--- src/rtl/ltc2308_pkg.sv ---
// Shared types and constants for the LTC2308 scan controller.
package ltc2308_pkg;

  typedef enum logic [1:0] {
    StIdle,
    StConv,
    StXfer,
    StGap
  } state_e;

  localparam int unsigned DATA_W     = 12;
  localparam int unsigned CFG_W      = 6;
  localparam int unsigned XFER_BITS  = 12;
  localparam int unsigned GAP_CYCLES = 2;

  // Config word bit positions; bit 5 is shifted out first.
  localparam int unsigned CFG_SD_BIT  = 5;
  localparam int unsigned CFG_OS_BIT  = 4;
  localparam int unsigned CFG_S1_BIT  = 3;
  localparam int unsigned CFG_S0_BIT  = 2;
  localparam int unsigned CFG_UNI_BIT = 1;
  localparam int unsigned CFG_SLP_BIT = 0;

  // Single-ended config word for a channel.
  function automatic logic [CFG_W-1:0] ch_to_cfg(input logic [2:0] ch, input logic uni);
    logic [CFG_W-1:0] cfg;
    cfg              = '0;
    cfg[CFG_SD_BIT]  = 1'b1;
    cfg[CFG_OS_BIT]  = ch[0];
    cfg[CFG_S1_BIT]  = ch[2];
    cfg[CFG_S0_BIT]  = ch[1];
    cfg[CFG_UNI_BIT] = uni;
    cfg[CFG_SLP_BIT] = 1'b0;
    return cfg;
  endfunction

endpackage

--- src/rtl/ltc2308_sck_gen.sv ---
// SCK divider: CLK_DIV cycles low then CLK_DIV cycles high, XFER_BITS periods per enable.
// rise_o marks the first high cycle, fall_o the last high cycle of a period,
// done_o the last high cycle of the final period.
module ltc2308_sck_gen
  import ltc2308_pkg::*;
#(
  parameter int unsigned CLK_DIV = 2
) (
  input  logic clk_i,
  input  logic rst_ni,
  input  logic en_i,
  output logic sck_o,
  output logic rise_o,
  output logic fall_o,
  output logic done_o
);

  localparam int unsigned     DivW    = (CLK_DIV > 1) ? $clog2(CLK_DIV) : 1;
  localparam logic [DivW-1:0] DivMax  = DivW'(CLK_DIV - 1);
  localparam logic [3:0]      LastPer = 4'(XFER_BITS - 1);

  logic            phase_q;
  logic [DivW-1:0] div_q;
  logic [3:0]      per_q;

  // Phase/divider/period counters; held at zero while disabled so SCK idles low.
  always_ff @(posedge clk_i or negedge rst_ni) begin
    if (!rst_ni) begin
      phase_q <= 1'b0;
      div_q   <= '0;
      per_q   <= '0;
    end else if (!en_i) begin
      phase_q <= 1'b0;
      div_q   <= '0;
      per_q   <= '0;
    end else if (div_q == DivMax) begin
      div_q   <= '0;
      phase_q <= ~phase_q;
      if (phase_q) per_q <= per_q + 4'd1;
    end else begin
      div_q <= div_q + 1'b1;
    end
  end

  // Strobes decoded from the counter state.
  always_comb begin
    sck_o  = phase_q;
    rise_o = en_i & phase_q & (div_q == '0);
    fall_o = en_i & phase_q & (div_q == DivMax);
    done_o = fall_o & (per_q == LastPer);
  end

endmodule

--- src/rtl/ltc2308_scan_ctrl.sv ---
// LTC2308 multi-channel scan sequencer: CONVST/SCK/SDI generation, one-frame result
// pipeline handling, tagged sample output and per-channel latest-value bank.
// Optional build macro LTC2308_AVG4_EN: four frames per channel, averaged result.
module ltc2308_scan_ctrl
  import ltc2308_pkg::*;
#(
  parameter int unsigned NUM_CH      = 8,
  parameter int unsigned CLK_DIV     = 2,
  parameter int unsigned CONV_CYCLES = 80,
  parameter int unsigned UNIPOLAR    = 1
) (
  input  logic                 iCLK,
  input  logic                 iRST_N,
  input  logic                 iSTART,
  input  logic                 iCONT,
  output logic                 oBUSY,
  output logic                 oVALID,
  output logic [11:0]          oDATA,
  output logic [2:0]           oCH,
  output logic                 oSWEEP_DONE,
  output logic [NUM_CH*12-1:0] oCH_DATA,
  output logic                 oADC_CONVST,
  output logic                 oADC_SCK,
  output logic                 oADC_SDI,
  input  logic                 iADC_SDO
);

  localparam int unsigned     CntW    = (CONV_CYCLES > 1) ? $clog2(CONV_CYCLES) : 1;
  localparam logic [CntW-1:0] ConvMax = CntW'(CONV_CYCLES - 1);
  localparam logic            GapMax  = 1'(GAP_CYCLES - 1);
  localparam logic [2:0]      LastCh  = 3'(NUM_CH - 1);
  localparam logic            Uni     = (UNIPOLAR != 0);

  state_e              state_q;
  logic                busy_q;
  logic                convst_q;
  logic                sdi_q;
  logic [CFG_W-1:0]    cfg_sr_q;
  logic [CntW-1:0]     conv_cnt_q;
  logic                gap_cnt_q;
  logic [DATA_W-1:0]   shift_q;
  logic [2:0]          cfg_ch_q;   // channel configured in the current frame
  logic [2:0]          res_ch_q;   // channel whose result arrives in the current frame
  logic                prime_q;
  logic                sweep_end_q;
  logic                valid_q;
  logic [DATA_W-1:0]   data_q;
  logic [2:0]          ch_q;
  logic                sweep_pulse_q;
  logic [NUM_CH*12-1:0] ch_data_q;

  logic                sck_rise;
  logic                sck_fall;
  logic                sck_done;
  logic [CFG_W-1:0]    cfg_word;
  logic [DATA_W-1:0]   shift_nxt;
  logic [2:0]          next_ch;
  logic                emit;
  logic [DATA_W-1:0]   sample;

`ifdef LTC2308_AVG4_EN
  logic [1:0]          cfg_rep_q;
  logic [1:0]          res_rep_q;
  logic [DATA_W+1:0]   acc_q;
  logic [DATA_W+1:0]   acc_nxt;
`endif

  ltc2308_sck_gen #(
    .CLK_DIV (CLK_DIV)
  ) u_sck_gen (
    .clk_i  (iCLK),
    .rst_ni (iRST_N),
    .en_i   (state_q == StXfer),
    .sck_o  (oADC_SCK),
    .rise_o (sck_rise),
    .fall_o (sck_fall),
    .done_o (sck_done)
  );

  // Frame-level combinational helpers; the last SDO bit may land on the done cycle.
  always_comb begin
    cfg_word  = ch_to_cfg(cfg_ch_q, Uni);
    shift_nxt = sck_rise ? {shift_q[DATA_W-2:0], iADC_SDO} : shift_q;
    next_ch   = (cfg_ch_q == LastCh) ? 3'd0 : cfg_ch_q + 3'd1;
`ifdef LTC2308_AVG4_EN
    acc_nxt   = ((res_rep_q == 2'd0) ? '0 : acc_q) + {2'b00, shift_nxt};
    emit      = !prime_q && (res_rep_q == 2'd3);
    sample    = acc_nxt[DATA_W+1:2];
`else
    emit      = !prime_q;
    sample    = shift_nxt;
`endif
  end

  // Sequencer FSM with registered pin and result outputs.
  always_ff @(posedge iCLK or negedge iRST_N) begin
    if (!iRST_N) begin
      state_q       <= StIdle;
      busy_q        <= 1'b0;
      convst_q      <= 1'b0;
      sdi_q         <= 1'b0;
      cfg_sr_q      <= '0;
      conv_cnt_q    <= '0;
      gap_cnt_q     <= 1'b0;
      shift_q       <= '0;
      cfg_ch_q      <= '0;
      res_ch_q      <= '0;
      prime_q       <= 1'b1;
      sweep_end_q   <= 1'b0;
      valid_q       <= 1'b0;
      data_q        <= '0;
      ch_q          <= '0;
      sweep_pulse_q <= 1'b0;
      ch_data_q     <= '0;
`ifdef LTC2308_AVG4_EN
      cfg_rep_q     <= '0;
      res_rep_q     <= '0;
      acc_q         <= '0;
`endif
    end else begin
      valid_q       <= 1'b0;
      sweep_pulse_q <= 1'b0;
      if (sck_rise) shift_q <= shift_nxt;

      unique case (state_q)
        StIdle: begin
          if (iSTART || iCONT) begin
            state_q    <= StConv;
            busy_q     <= 1'b1;
            convst_q   <= 1'b1;
            conv_cnt_q <= '0;
          end
        end

        StConv: begin
          if (conv_cnt_q == ConvMax) begin
            state_q  <= StXfer;
            convst_q <= 1'b0;
            cfg_sr_q <= cfg_word;
            sdi_q    <= cfg_word[CFG_W-1];
          end else begin
            conv_cnt_q <= conv_cnt_q + 1'b1;
          end
        end

        StXfer: begin
          // Next SDI bit is set up on the last high cycle so it is stable for the low phase.
          if (sck_fall) begin
            cfg_sr_q <= {cfg_sr_q[CFG_W-2:0], 1'b0};
            sdi_q    <= cfg_sr_q[CFG_W-2];
          end
          if (sck_done) begin
            state_q   <= StGap;
            gap_cnt_q <= 1'b0;
            sdi_q     <= 1'b0;
            if (emit) begin
              valid_q <= 1'b1;
              data_q  <= sample;
              ch_q    <= res_ch_q;
              for (int unsigned k = 0; k < NUM_CH; k++) begin
                if (res_ch_q == 3'(k)) ch_data_q[k*12 +: 12] <= sample;
              end
            end
            sweep_pulse_q <= emit && (res_ch_q == LastCh);
            sweep_end_q   <= emit && (res_ch_q == LastCh);
            res_ch_q      <= cfg_ch_q;
            prime_q       <= 1'b0;
`ifdef LTC2308_AVG4_EN
            if (!prime_q) acc_q <= acc_nxt;
            res_rep_q <= cfg_rep_q;
            if (cfg_rep_q == 2'd3) begin
              cfg_rep_q <= '0;
              cfg_ch_q  <= next_ch;
            end else begin
              cfg_rep_q <= cfg_rep_q + 2'd1;
            end
`else
            cfg_ch_q <= next_ch;
`endif
          end
        end

        StGap: begin
          if (gap_cnt_q == GapMax) begin
            if (sweep_end_q && !iCONT) begin
              state_q  <= StIdle;
              busy_q   <= 1'b0;
              prime_q  <= 1'b1;
              cfg_ch_q <= '0;
`ifdef LTC2308_AVG4_EN
              cfg_rep_q <= '0;
`endif
            end else begin
              state_q    <= StConv;
              convst_q   <= 1'b1;
              conv_cnt_q <= '0;
            end
          end else begin
            gap_cnt_q <= gap_cnt_q + 1'b1;
          end
        end
      endcase
    end
  end

  always_comb begin
    oBUSY       = busy_q;
    oVALID      = valid_q;
    oDATA       = data_q;
    oCH         = ch_q;
    oSWEEP_DONE = sweep_pulse_q;
    oCH_DATA    = ch_data_q;
    oADC_CONVST = convst_q;
    oADC_SDI    = sdi_q;
  end

endmodule

--- config.mk ---
export PLATFORM = sky130hd
export DESIGN_NAME = ltc2308_scan_ctrl
export DESIGN_NICKNAME = d
export VERILOG_FILES = /design/src/rtl/ltc2308_pkg.sv /design/src/rtl/ltc2308_sck_gen.sv /design/src/rtl/ltc2308_scan_ctrl.sv
export SDC_FILE = /design/constraint.sdc
export NUM_CORES = 1
export LEC_CHECK = 0
export CELL_PAD_IN_SITES_DETAIL_PLACEMENT = 0
export CELL_PAD_IN_SITES_GLOBAL_PLACEMENT = 1
export CORE_UTILIZATION = 43
export DETAILED_ROUTE_END_ITERATION = 7
export PLACE_DENSITY = 0.93
export SYNTH_ARGS = -nofsm -noshare
export SYNTH_HDL_FRONTEND = slang
export SYNTH_HIERARCHICAL = 1
export SYNTH_SLANG_ARGS = --single-unit
--- constraint.sdc ---
create_clock -name iCLK -period 5.2 [get_ports iCLK]
set_clock_uncertainty 0.1 [all_clocks]
set_input_delay 0.78 -clock iCLK [delete_from_list [all_inputs] [get_ports iCLK]]
set_output_delay 0.78 -clock iCLK [all_outputs]
set_load 0.01 [all_outputs]
==> impl_metrics.csv <==
group,metric,value,unit
run_status,status,"finished, final reports clean",
detailed_routing,viasPerCell,5.27,
worst_hold_path,holdPathStages,2,
cts,cts.repair.resized,0,
detailed_routing,wire_per_inst,16.8,um
flow_run,max_cap_viol_count,0,
yosys,synth.distinct_cells,52,
detailed_routing,ant_nets,0,
cts,cts_sinks,156,
worst_setup_path,cp.required,5.44,ns
final_layout,drive_gt1_share,8.76,%
yosys,yosys.area_share.simple,15.3,%
cts,cts_root_buffer,"clkbuf_16",
cts,cts_setup_buffers,0,
floorplanning,die_width,122,um
global_routing,grt-ovfl-total,0,
worst_setup_path,crit_path_end_kind,"register",
yosys,synthAdderAreaFrac,1.61,%
placed_design,dp.cells,868,
cts,cts_tree,"done",
yosys,yosys_most_used_dff,"dfrtp_1",
final_layout,design_area,8240,sq um
worst_setup_path,timing.rr.end,"oCH_DATA[48]$_DFFE_PN0P_",
worst_hold_path,hold_path.class,"register to register",
cts,clk_path_buf_depth,2,
cts,clock_latency,0.42,ns
global_routing,antenna_found_initial,0,
cts,hold_buffers,0,
pwr,peakVddDrop,181,uV
sta,tns,0,ns
sta,tightest_slew,1.27,ns
worst_setup_path,crit-reg2reg-launch,"state_q[0]$_DFFE_PN0P_",
sta,finalHoldViolCount,0,
yosys,synth-seq-cells,156,
placed_design,placed_cell_area,7640,sq um
yosys,post_synth.cell_area_avg,10.7,sq um
sta,grt_setup_unrepaired,"false",
worst_hold_path,holdCritStartpoint,"oCH_DATA[18]$_DFFE_PN0P_",
floorplanning,die_y,122,um
worst_hold_path,whs_endpoint,"oCH_DATA[18]$_DFFE_PN0P_",
yosys,synth.area.mux_share,3.88,%
floorplanning,coreArea,14000,sq um
yosys,synth_compound_area_share,12.9,%
detailed_routing,finalWirelength,15100,um
yosys,yosysWarnings,6,
sta,finalHoldWorstSlack,0.383,ns
final_layout,syn_to_final_growth,32.3,%
placed_design,hpwl,10200,um
yosys,synthCells,584,
cts,cts_made_buffers,17,
final_layout,final_nets,720,
yosys,synth_area_leaders,"dfrtp_1 (62%), a21oi_1 (7.2%), nor2_1 (5.6%)",
floorplanning,rows,43,
final_layout,num-fill-cells,1143,
worst_setup_path,critPathKind,"register to register",
global_routing,grt_max_degree,117,
cts,htreeDepth,4,
placed_design,numPortBuffers,121,
sta,setup_viol,0,
pwr,leakagePower,3.70,nW
yosys,yosys.area.top_type,"dfrtp_1",
sta,worst_slew_margin_rel,12.9,%
detailed_routing,vias,4736,
yosys,synth_most_common_cell,"dfrtp_1",
sta,post-route-min-period,3.66,ns
worst_setup_path,worstPathArrival,3.90,ns
yosys,synthesis.nets,597,
yosys,synth_seq_area_share,62.7,%
floorplanning,initial_core_util,44.5,%
worst_setup_path,reg2reg_slack,1.54,ns
sta,post-route-period-util,70.5,%
yosys,async_flop_share,100,%
sta,final_max_slew_viol_count,0,
yosys,synth_top_area_share,62.3,%
global_routing,grt_pass1_wl,24300,um
floorplanning,die-area,15000,sq um
yosys,synth_top_family_by_area,"simple AND/OR/NAND/NOR gates",
worst_setup_path,crit_fanout,32,
detailed_routing,dr.pass1.iters,4,
yosys,synthTopCellsByCount,"dfrtp_1 (155), nor2_1 (93), a21oi_1 (90), nand2_1 (42), o21ai_0 (28)",
floorplanning,pin_count,122,
worst_setup_path,r2r_cells,9,
global_routing,grt_pass1_vias,4645,
yosys,synth_edf_count,0,
detailed_routing,first_iter_violations,354,
detailed_routing,drc,0,
cts,path_clk_slew,0.06,ns
global_routing,grtUsageTotal,21.7,%
final_layout,final_cell_count_no_fill,899,
placed_design,place_congestion,0.808,
worst_setup_path,startpoint_type,"register",
pwr,cellPowerDensity,313,nW/um^2
sta,clock.fmax,273,MHz
final_layout,diodes,0,
yosys,synth_xor_area_share,0.422,%
yosys,netlist_area,6230,sq um
## critical path, cell delays in order (launching register included)
cell and delay, ns:
dfrtp_1 0.41, inv_1 0.12, ha_1 0.15, buf_4 0.24, and3_2 0.25, and4b_1 0.38
nand3b_2 0.58, nor4b_4 1.07, nor2_1 0.10, a21oi_1 0.17
## cells in the final DEF, fill, tap and decap left out, types with 3 or more instances in the layout
cell type	netlist	layout
a211oi_1	4	4
a21oi_1	90	90
and2_1	3	3
buf_4	1	12
bufinv_16	0	3
clkbuf_1	16	4
clkbuf_16	0	17
clkdlybuf4s50_1	0	120
dfrtp_1	155	155
ha_1	8	8
inv_1	19	19
mux2_2	9	9
mux2i_1	14	14
nand2_1	42	42
nand2b_1	7	7
nand3_1	16	16
nand4_1	3	3
nor2_1	93	93
nor3_1	3	3
nor4_1	4	4
o21ai_0	28	28
o21ai_1	12	12
or3_1	4	4
## routing by layer
metal / vias up / global-route usage (%) / wire length (um)
met5: - / 0 / 0
met4: 0 / 9.45 / 224
met3: 15 / 5.67 / 930
met2: 141 / 33.5 / 7380
met1: 2337 / 28.7 / 6580
li1: 2243 / - / -
## flip-flops by register name, indices dropped and copies added, names as in the netlist, 3 cells and up
name             flops
u_sck_gen/per_q      4
oCH                  3
conv_cnt_q           7
oCH_DATA            96
cfg_ch_q             3
cfg_sr_q             4
res_ch_q             3
shift_q             12
oDATA               12
## stage by stage
stage	power, W	util [%]	setup WS (ns)
after floorplan	0.00128	-	2.55
after global placement	0.00135	54.6	1.72
after detailed placement	0.00135	54.6	1.55
after CTS	0.00260	58.9	1.53
after global routing	0.00266	58.9	1.18
final	0.00258	58.9	1.54
## cell families after synthesis
kind of cell	after synthesis
simple gates	196
flops	156
compound gates	150
buf+inv	48
mux	23
fa+ha+maj	8
xor+xnor	3
## area by class of cell
cell class	instances	area (sq um)	area share, %
clock buffer	23	468	5.68
clock inverter	8	133	1.61
inverter	19	71.3	0.866
multi-input combinational	380	2130	25.9
sequential	156	3910	47.4
tap	180	225	2.73
timing repair buffer	133	1300	15.8
## worst max path at each step
stage / end / start / slack, ns / cells after the start
finish: oCH_DATA[48]$_DFFE_PN0P_ / state_q[0]$_DFFE_PN0P_ / 1.54 / 9
global route: oCH_DATA[48]$_DFFE_PN0P_ / state_q[0]$_DFFE_PN0P_ / 1.18 / 9
CTS: oCH_DATA[48]$_DFFE_PN0P_ / state_q[0]$_DFFE_PN0P_ / 1.53 / 9
detailed placement: oCH_DATA[48]$_DFFE_PN0P_ / state_q[0]$_DFFE_PN0P_ / 1.55 / 9
global placement: oCH_DATA[34]$_DFFE_PN0P_ / state_q[0]$_DFFE_PN0P_ / 1.72 / 8
floorplan: oCH_DATA[50]$_DFFE_PN0P_ / state_q[0]$_DFFE_PN0P_ / 2.55 / 8
## power by group
part / total [W] / internal [W] / switching [W]
sequential: 0.00124 / 0.00123 / 0.00000824
clock: 0.00125 / 0.000783 / 0.000471
combinational: 0.0000888 / 0.0000291 / 0.0000598
Power figures use the tool's default switching activity.
